`src/rtl/mps_isa_pkg.sv`:
```
// Shared ISA constants: format codes, field widths and bit offsets of the 32-bit
// instruction word. Used by the encoder now and by decode logic later.
package mps_isa_pkg;

  typedef enum logic [1:0] {
    FMT_R   = 2'd0,
    FMT_I   = 2'd1,
    FMT_J   = 2'd2,
    FMT_RSV = 2'd3
  } fmt_e;

  localparam int WORD_W  = 32;
  localparam int FMT_W   = 2;
  localparam int OP_W    = 6;
  localparam int REG_W   = 5;
  localparam int SHAMT_W = 5;
  localparam int FUNC_W  = 6;
  localparam int IMM_W   = 16;
  localparam int JADDR_W = 26;

  localparam int OP_LSB    = 26;
  localparam int RS_LSB    = 21;
  localparam int RT_LSB    = 16;
  localparam int RD_LSB    = 11;
  localparam int SHAMT_LSB = 6;
  localparam int FUNC_LSB  = 0;
  localparam int IMM_LSB   = 0;
  localparam int JADDR_LSB = 0;

  // R carries op=0; I and J need a non-zero op; the reserved format is never legal.
  function automatic logic fields_legal(input logic [FMT_W-1:0] fmt, input logic [OP_W-1:0] op);
    case (fmt_e'(fmt))
      FMT_R:   fields_legal = (op == '0);
      FMT_I,
      FMT_J:   fields_legal = (op != '0);
      default: fields_legal = 1'b0;
    endcase
  endfunction

endpackage

```
`src/rtl/instr_encoder_if.sv`:
```
// Field-set input stream, encoded-word output stream and error flag of instr_encoder.
// Both streams: a transfer happens on a rising clk edge where valid and ready are both high.
interface instr_encoder_if
  import mps_isa_pkg::*;
#(
  parameter int ADDR_W = 10
);
  logic                in_valid;
  logic                in_ready;
  logic [FMT_W-1:0]    fmt;
  logic [OP_W-1:0]     op;
  logic [FUNC_W-1:0]   func;
  logic [REG_W-1:0]    reg_s;
  logic [REG_W-1:0]    reg_t;
  logic [REG_W-1:0]    reg_d;
  logic [SHAMT_W-1:0]  shamt;
  logic [IMM_W-1:0]    imm;
  logic [JADDR_W-1:0]  jump_addr;
  logic                addr_load;
  logic [ADDR_W-1:0]   addr_in;
  logic                out_valid;
  logic                out_ready;
  logic [WORD_W-1:0]   out_word;
  logic [ADDR_W-1:0]   out_addr;
  logic                err;

  modport master (
    output in_valid, fmt, op, func, reg_s, reg_t, reg_d, shamt, imm, jump_addr,
    output addr_load, addr_in, out_ready,
    input  in_ready, out_valid, out_word, out_addr, err
  );

  modport slave (
    input  in_valid, fmt, op, func, reg_s, reg_t, reg_d, shamt, imm, jump_addr,
    input  addr_load, addr_in, out_ready,
    output in_ready, out_valid, out_word, out_addr, err
  );
endinterface

```
`src/rtl/instr_pack.sv`:
```
// Combinational packing of a field set into a 32-bit instruction word.
// The reserved format packs like R.
module instr_pack
  import mps_isa_pkg::*;
(
  input  logic [FMT_W-1:0]   fmt_i,
  input  logic [OP_W-1:0]    op_i,
  input  logic [FUNC_W-1:0]  func_i,
  input  logic [REG_W-1:0]   reg_s_i,
  input  logic [REG_W-1:0]   reg_t_i,
  input  logic [REG_W-1:0]   reg_d_i,
  input  logic [SHAMT_W-1:0] shamt_i,
  input  logic [IMM_W-1:0]   imm_i,
  input  logic [JADDR_W-1:0] jump_addr_i,
  output logic [WORD_W-1:0]  word_o
);
  always_comb begin
    word_o = '0;
    word_o[OP_LSB +: OP_W] = op_i;
    case (fmt_e'(fmt_i))
      FMT_I: begin
        word_o[RS_LSB +: REG_W]  = reg_s_i;
        word_o[RT_LSB +: REG_W]  = reg_t_i;
        word_o[IMM_LSB +: IMM_W] = imm_i;
      end
      FMT_J: begin
        word_o[JADDR_LSB +: JADDR_W] = jump_addr_i;
      end
      default: begin
        word_o[RS_LSB +: REG_W]        = reg_s_i;
        word_o[RT_LSB +: REG_W]        = reg_t_i;
        word_o[RD_LSB +: REG_W]        = reg_d_i;
        word_o[SHAMT_LSB +: SHAMT_W]   = shamt_i;
        word_o[FUNC_LSB +: FUNC_W]     = func_i;
      end
    endcase
  end
endmodule

```
`src/rtl/instr_encoder.sv`:
```
// Instruction encoder: one-deep output register, word-address counter, optional
// field checker enabled by the INSTR_ENC_CHECK_EN macro (err tied low otherwise).
module instr_encoder
  import mps_isa_pkg::*;
#(
  parameter int ADDR_W    = 10,
  parameter int BASE_ADDR = 0
)(
  input  logic            clk,
  input  logic            rst_n,
  instr_encoder_if.slave  bus
);
  logic              out_valid_q, out_valid_d;
  logic [WORD_W-1:0] out_word_q,  out_word_d;
  logic [ADDR_W-1:0] out_addr_q,  out_addr_d;
  logic              err_q,       err_d;
  logic [WORD_W-1:0] packed_word;
  logic              accept, out_hs, illegal;

  instr_pack u_pack (
    .fmt_i       (bus.fmt),
    .op_i        (bus.op),
    .func_i      (bus.func),
    .reg_s_i     (bus.reg_s),
    .reg_t_i     (bus.reg_t),
    .reg_d_i     (bus.reg_d),
    .shamt_i     (bus.shamt),
    .imm_i       (bus.imm),
    .jump_addr_i (bus.jump_addr),
    .word_o      (packed_word)
  );

  assign bus.in_ready = rst_n & (~out_valid_q | bus.out_ready);
  assign accept       = bus.in_valid & bus.in_ready;
  assign out_hs       = out_valid_q & bus.out_ready;

`ifdef INSTR_ENC_CHECK_EN
  assign illegal = ~fields_legal(bus.fmt, bus.op);
`else
  assign illegal = 1'b0;
`endif

  // An illegal set is consumed but leaves the output register empty.
  always_comb begin
    out_valid_d = out_valid_q;
    out_word_d  = out_word_q;
    if (accept) begin
      out_valid_d = ~illegal;
      if (!illegal) out_word_d = packed_word;
    end else if (out_hs) begin
      out_valid_d = 1'b0;
    end
  end

  // The pending word always reports the live counter, so a load retargets it.
  always_comb begin
    out_addr_d = out_addr_q;
    if (bus.addr_load)   out_addr_d = bus.addr_in;
    else if (out_hs)     out_addr_d = out_addr_q + 1'b1;
  end

  assign err_d = err_q | (accept & illegal);

  always_ff @(posedge clk) begin
    if (!rst_n) begin
      out_valid_q <= 1'b0;
      out_word_q  <= '0;
      out_addr_q  <= ADDR_W'(BASE_ADDR);
      err_q       <= 1'b0;
    end else begin
      out_valid_q <= out_valid_d;
      out_word_q  <= out_word_d;
      out_addr_q  <= out_addr_d;
      err_q       <= err_d;
    end
  end

  assign bus.out_valid = out_valid_q;
  assign bus.out_word  = out_word_q;
  assign bus.out_addr  = out_addr_q;
  assign bus.err       = err_q;
endmodule

```
`src/flat_wrapper.sv`:
```
// flat-port wrapper written by rule: the top's interface ports become plain ports
module instr_encoder_flat import mps_isa_pkg::*;
#(
  parameter int ADDR_W    = 10,
  parameter int BASE_ADDR = 0
)
  (clk, rst_n, bus_in_valid, bus_fmt, bus_op, bus_func, bus_reg_s, bus_reg_t, bus_reg_d, bus_shamt, bus_imm, bus_jump_addr, bus_addr_load, bus_addr_in, bus_out_ready, bus_in_ready, bus_out_valid, bus_out_word, bus_out_addr, bus_err);
  instr_encoder_if #(.ADDR_W(ADDR_W)) bus_i ();
  input  logic clk;
  input  logic rst_n;
  input wire logic [$bits(bus_i.in_valid)-1:0] bus_in_valid;
  input wire logic [$bits(bus_i.fmt)-1:0] bus_fmt;
  input wire logic [$bits(bus_i.op)-1:0] bus_op;
  input wire logic [$bits(bus_i.func)-1:0] bus_func;
  input wire logic [$bits(bus_i.reg_s)-1:0] bus_reg_s;
  input wire logic [$bits(bus_i.reg_t)-1:0] bus_reg_t;
  input wire logic [$bits(bus_i.reg_d)-1:0] bus_reg_d;
  input wire logic [$bits(bus_i.shamt)-1:0] bus_shamt;
  input wire logic [$bits(bus_i.imm)-1:0] bus_imm;
  input wire logic [$bits(bus_i.jump_addr)-1:0] bus_jump_addr;
  input wire logic [$bits(bus_i.addr_load)-1:0] bus_addr_load;
  input wire logic [$bits(bus_i.addr_in)-1:0] bus_addr_in;
  input wire logic [$bits(bus_i.out_ready)-1:0] bus_out_ready;
  output wire logic [$bits(bus_i.in_ready)-1:0] bus_in_ready;
  output wire logic [$bits(bus_i.out_valid)-1:0] bus_out_valid;
  output wire logic [$bits(bus_i.out_word)-1:0] bus_out_word;
  output wire logic [$bits(bus_i.out_addr)-1:0] bus_out_addr;
  output wire logic [$bits(bus_i.err)-1:0] bus_err;
  assign bus_i.in_valid = bus_in_valid;
  assign bus_i.fmt = bus_fmt;
  assign bus_i.op = bus_op;
  assign bus_i.func = bus_func;
  assign bus_i.reg_s = bus_reg_s;
  assign bus_i.reg_t = bus_reg_t;
  assign bus_i.reg_d = bus_reg_d;
  assign bus_i.shamt = bus_shamt;
  assign bus_i.imm = bus_imm;
  assign bus_i.jump_addr = bus_jump_addr;
  assign bus_i.addr_load = bus_addr_load;
  assign bus_i.addr_in = bus_addr_in;
  assign bus_i.out_ready = bus_out_ready;
  assign bus_in_ready = bus_i.in_ready;
  assign bus_out_valid = bus_i.out_valid;
  assign bus_out_word = bus_i.out_word;
  assign bus_out_addr = bus_i.out_addr;
  assign bus_err = bus_i.err;
  instr_encoder #(.ADDR_W(ADDR_W), .BASE_ADDR(BASE_ADDR)) u_core (.clk(clk), .rst_n(rst_n), .bus(bus_i));
endmodule
```
`config.mk`:
```
export PLATFORM = sky130hd
export DESIGN_NAME = instr_encoder_flat
export DESIGN_NICKNAME = d
export VERILOG_FILES = /design/src/rtl/mps_isa_pkg.sv /design/src/rtl/instr_encoder_if.sv /design/src/rtl/instr_pack.sv /design/src/rtl/instr_encoder.sv /design/src/flat_wrapper.sv
export SDC_FILE = /design/constraint.sdc
export NUM_CORES = 1
export LEC_CHECK = 0
export ABC_CLOCK_PERIOD_IN_PS = 4850
export BUFFER_PORTS_ARGS = -buffer_cell sky130_fd_sc_hd__buf_4
export CORE_AREA = 2 2 72 74
export DETAILED_ROUTE_END_ITERATION = 16
export DIE_AREA = 0 0 74 76
export PLACE_DENSITY = 0.89
export SLEW_MARGIN = 20
export SYNTH_ARGS = -nofsm -noshare
export SYNTH_HDL_FRONTEND = slang
export SYNTH_SLANG_ARGS = --single-unit
```
`constraint.sdc`:
```
create_clock -name clk -period 4.85 [get_ports clk]
set_clock_uncertainty 0.1 [all_clocks]
set_input_delay 0.7275 -clock clk [delete_from_list [all_inputs] [get_ports clk]]
set_output_delay 0.7275 -clock clk [all_outputs]
set_load 0.02 [all_outputs]
```
==> impl_summary.txt <==
----------------------------------------------------
[Critical path]
  Reg-to-reg endpoint ... u_core.bus.out_word[28]
  R2R cell count ... 3
  Worst flop-to-flop path startpoint ... u_core.bus.out_valid
  Data required, critical path ... 4.02 ns
  Arr. time, crit path ... 1.83 ns
  Element type at the critical path end ... output pin
  Top fanout value on the critical path ... 20
  Worst setup path category ... input port to output pin
  Startpoint kind of the worst setup timing path ... input port
  Register-to-Register Setup Slack ... approximately 2.9 ns

[Clock tree]
  Number of clock sinks ... 43
  Clock tree from TritonCTS ... yes
  Root cell of the clock tree ... clkbuf_8
  Maximum count of clock buffers along a single path ... 2
  Clock latency on the worst-skew pair ... 0.29 ns
  Max H-tree Level ... 2
  Number of cells upsized or downsized after cts ... 0
  Buffers inserted by post-CTS timing repair ... 0
  Clock-pin slew on the worst setup and hold paths ... 0.08 ns
  CTS hold repair buffers ... 0
  TritonCTS Buffers ... 5

[Placed design]
  Weighted congestion at the end of routability-driven global placement ... between 0.7 and 0.8
  Worst setup timing slack at the placement stage ... 2.15 ns
  IO buf count ... 134
  Post-detailed-placement half-perimeter wirelength ... between 4 and 5 mm
  Placed Instances ... 427
  Placed cell area ... 3130 sq um

[Layout]
  Layout cell share with drive strength beyond 1 ... 40.0%
  Net total in the final layout ... 458
  Total non-filler cell area in the finished layout ... 3250 sq um
  Final cell utilization of the core ... 66.1%
  Most common library cell in the layout ignoring fill and taps ... buf_4
  Antenna Cells ... 0
  Most used cells in the layout excluding fill and tap cells ... buf_4, dfxtp_1, o21ai_0, nand2_1
  Number of fill cells ... approximately 400
  Number of standard cells in the final layout excluding fillers ... 435
  Synthesis-to-layout area growth ... 50.8%

[Pwr]
  Maximum resistive drop on vdd ... 139 uV
  Sequential fraction of design power ... 43.0%
  Power density over the cells ... 288 nW/um^2
  Clk network pwr share ... 30.4%
  Net switching power figure ... between 0.2 and 0.3 mW
  Switching portion of total power ... 27.9%
  Leak ... 1.51 nW
  Pint ... 0.674 mW
  Total power ... 0.935 mW
  Power share of the combinational group ... a little over a quarter

[Detailed routing]
  Via density ... 5.36
  Iter 0 DRT Violations ... 62
  Number of remaining DRC errors ... 0
  Wire length after detailed routing ... 6.20 mm
  Routed wirelength normalized by instance count ... 14.3 um
  Via count ... 2331
  Length of the first detailed-routing pass in iterations ... 4
  DRT antenna net count ... 0

[Timing]
  Hold Worst Slack ... 0.362 ns
  Max frequency ... between 300 and 400 MHz
  Setup WS post-layout ... between 2 and 2.5 ns
  Unrepaired setup endpoints after global routing ... no
  Share of the clock period used by the worst path after layout ... between 50% and 60%
  Total of endpoints with negative setup slack in the final report ... 0
  Final hold vios ... 0
  TNS Setup ... 0 ns
  Slew of the pin with the lowest slew margin ... 0.752 ns
  Count of final max-slew check failures ... 0
  Worst-case headroom to the max-slew limit ... around half
  Post-layout min period ... 2.66 ns

[Global route]
  Initial antenna violation count ... 0
  Vias in the first global route ... 2228
  Grt total ovfl ... 0
  Global-route usage over all layers ... 22.2%
  Wire length of the first global-routing pass ... 10.0 mm
  Largest net degree at the start of global routing ... between 40 and 50

[Status]
  Result of the run ... finished, final reports clean

[Floorplan]
  Number of top-level pins ... 136
  Core Box Area ... 4910 sq um
  Die Y-Extent ... 76 um
  Horizontal die dimension ... approximately 74 um
  Starting Density ... 43.8%
  Number of placement rows ... 26
  Die Footprint ... 5620 sq um

[Hold path]
  Beginning of the worst hold path ... u_core.bus.out_word[29]
  Worst Hold Path Cells ... 2
  Class of the most critical hold timing path ... register to register
  End of the worst hold path ... u_core.bus.out_word[29]

[Logic synthesis]
  Proportion of netlist area held by the largest area contributor ... 40.0%
  Leading cell types by total area after synthesis ... dfxtp_1, o21ai_0, a221o_1
  Synthesized area per cell ... 8.72 sq um
  Post-synthesis sequential area ratio ... 40.0%
  Cell type with the largest total area after synthesis ... dfxtp_1
  Number of synthesis warnings ... 0
  Count of cell types in the netlist ... 36
  #FFs+latches synth ... 43
  Cell count after synthesis ... roughly 250
  Nets in the synthesized netlist ... 341
  Netlist area before placement ... roughly 2200 sq um

[Flow run]
  Max-cap violations ... 0

----------------------------------------------------
## critical path, stage by stage
cell	delay, ns
buf_4	0.13
nand2b_1	0.48
and2_1	0.34
buf_4	0.15
## layout make-up
class	instances	area (sq um)	share of cell area, %
Tap cell	70	87.6	2.70
Multi-Input combinational cell	172	1150	35.3
Clock buffer	6	82.6	2.54
Sequential cell	43	861	26.5
Timing Repair Buffer	134	1010	31.0
Clock inverter	2	35.0	1.08
Inverter	8	30.0	0.924
## routing by layer
metal	track usage [%]	vias up	wire length, um
met1	26.6	1057	2500
met5	0	-	0
li1	-	1163	-
met3	7.28	10	544
met4	6.36	0	106
met2	37.4	101	3060
## power groups by stage
stage | sequential, mW | combinational [mW] | clock (mW)
6_report | 0.403 | 0.248 | 0.284
5_1_grt | 0.407 | 0.271 | 0.304
4_1_cts | 0.403 | 0.248 | 0.293
3_5_place_dp | 0.411 | 0.248 | 0
3_3_place_gp | 0.409 | 0.243 | 0
2_1_floorplan | 0.444 | 0.0953 | 0
## worst max-delay path by stage
| stage | from | end | slack, ns | cells past startpoint |
|---|---|---|---|---|
| 2_1_floorplan | rst_n | bus_in_ready | 2.60 | 3 |
| 3_3_place_gp | bus_out_ready | bus_in_ready | 2.22 | 4 |
| 3_5_place_dp | bus_fmt[0] | u_core.bus.out_word[17] | 2.15 | 6 |
| 4_1_cts | bus_out_ready | bus_in_ready | 2.22 | 4 |
| 5_1_grt | bus_out_ready | bus_in_ready | 2.16 | 4 |
| 6_report | bus_out_ready | bus_in_ready | 2.19 | 4 |
## synthesized netlist by cell type, drive strengths merged
master,count
or3,4
a31oi,15
o31ai,2
buf,12
a311oi,2
a2111oi,1
nand4,8
or4,3
xor2,2
and2,1
nor2b,2
nand3,4
nor3,1
clkbuf,12
and3,2
nand2b,1
a21oi,2
inv,7
nand2,26
o21ai,33
clkinv,1
a221o,16
dfxtp,43
a22oi,10
nand3b,1
a211oi,11
conb,1
ha,3
mux2i,16
or2,1
nor2,4
## cells by family (layout without fill, tap and decap cells)
group | after synthesis | in the layout | share of synthesized area (%)
buf+inv | 32 | 150 | 6.80
mux | 16 | 16 | 7.44
flops | 43 | 43 | 40.0
compound gates | 92 | 92 | 29.2
simple gates | 58 | 58 | 13.9
fa+ha+maj | 3 | 3 | 1.74
xor+xnor | 2 | 2 | 0.814
other cells | 1 | 1 | 0.174
## sequential cells by signal (all words and copies together), names as in the netlist
signal,cells
u_core.bus.out_valid,1
u_core.bus.out_word,32
u_core.bus.out_addr,10
Power figures use the tool's default switching activity.
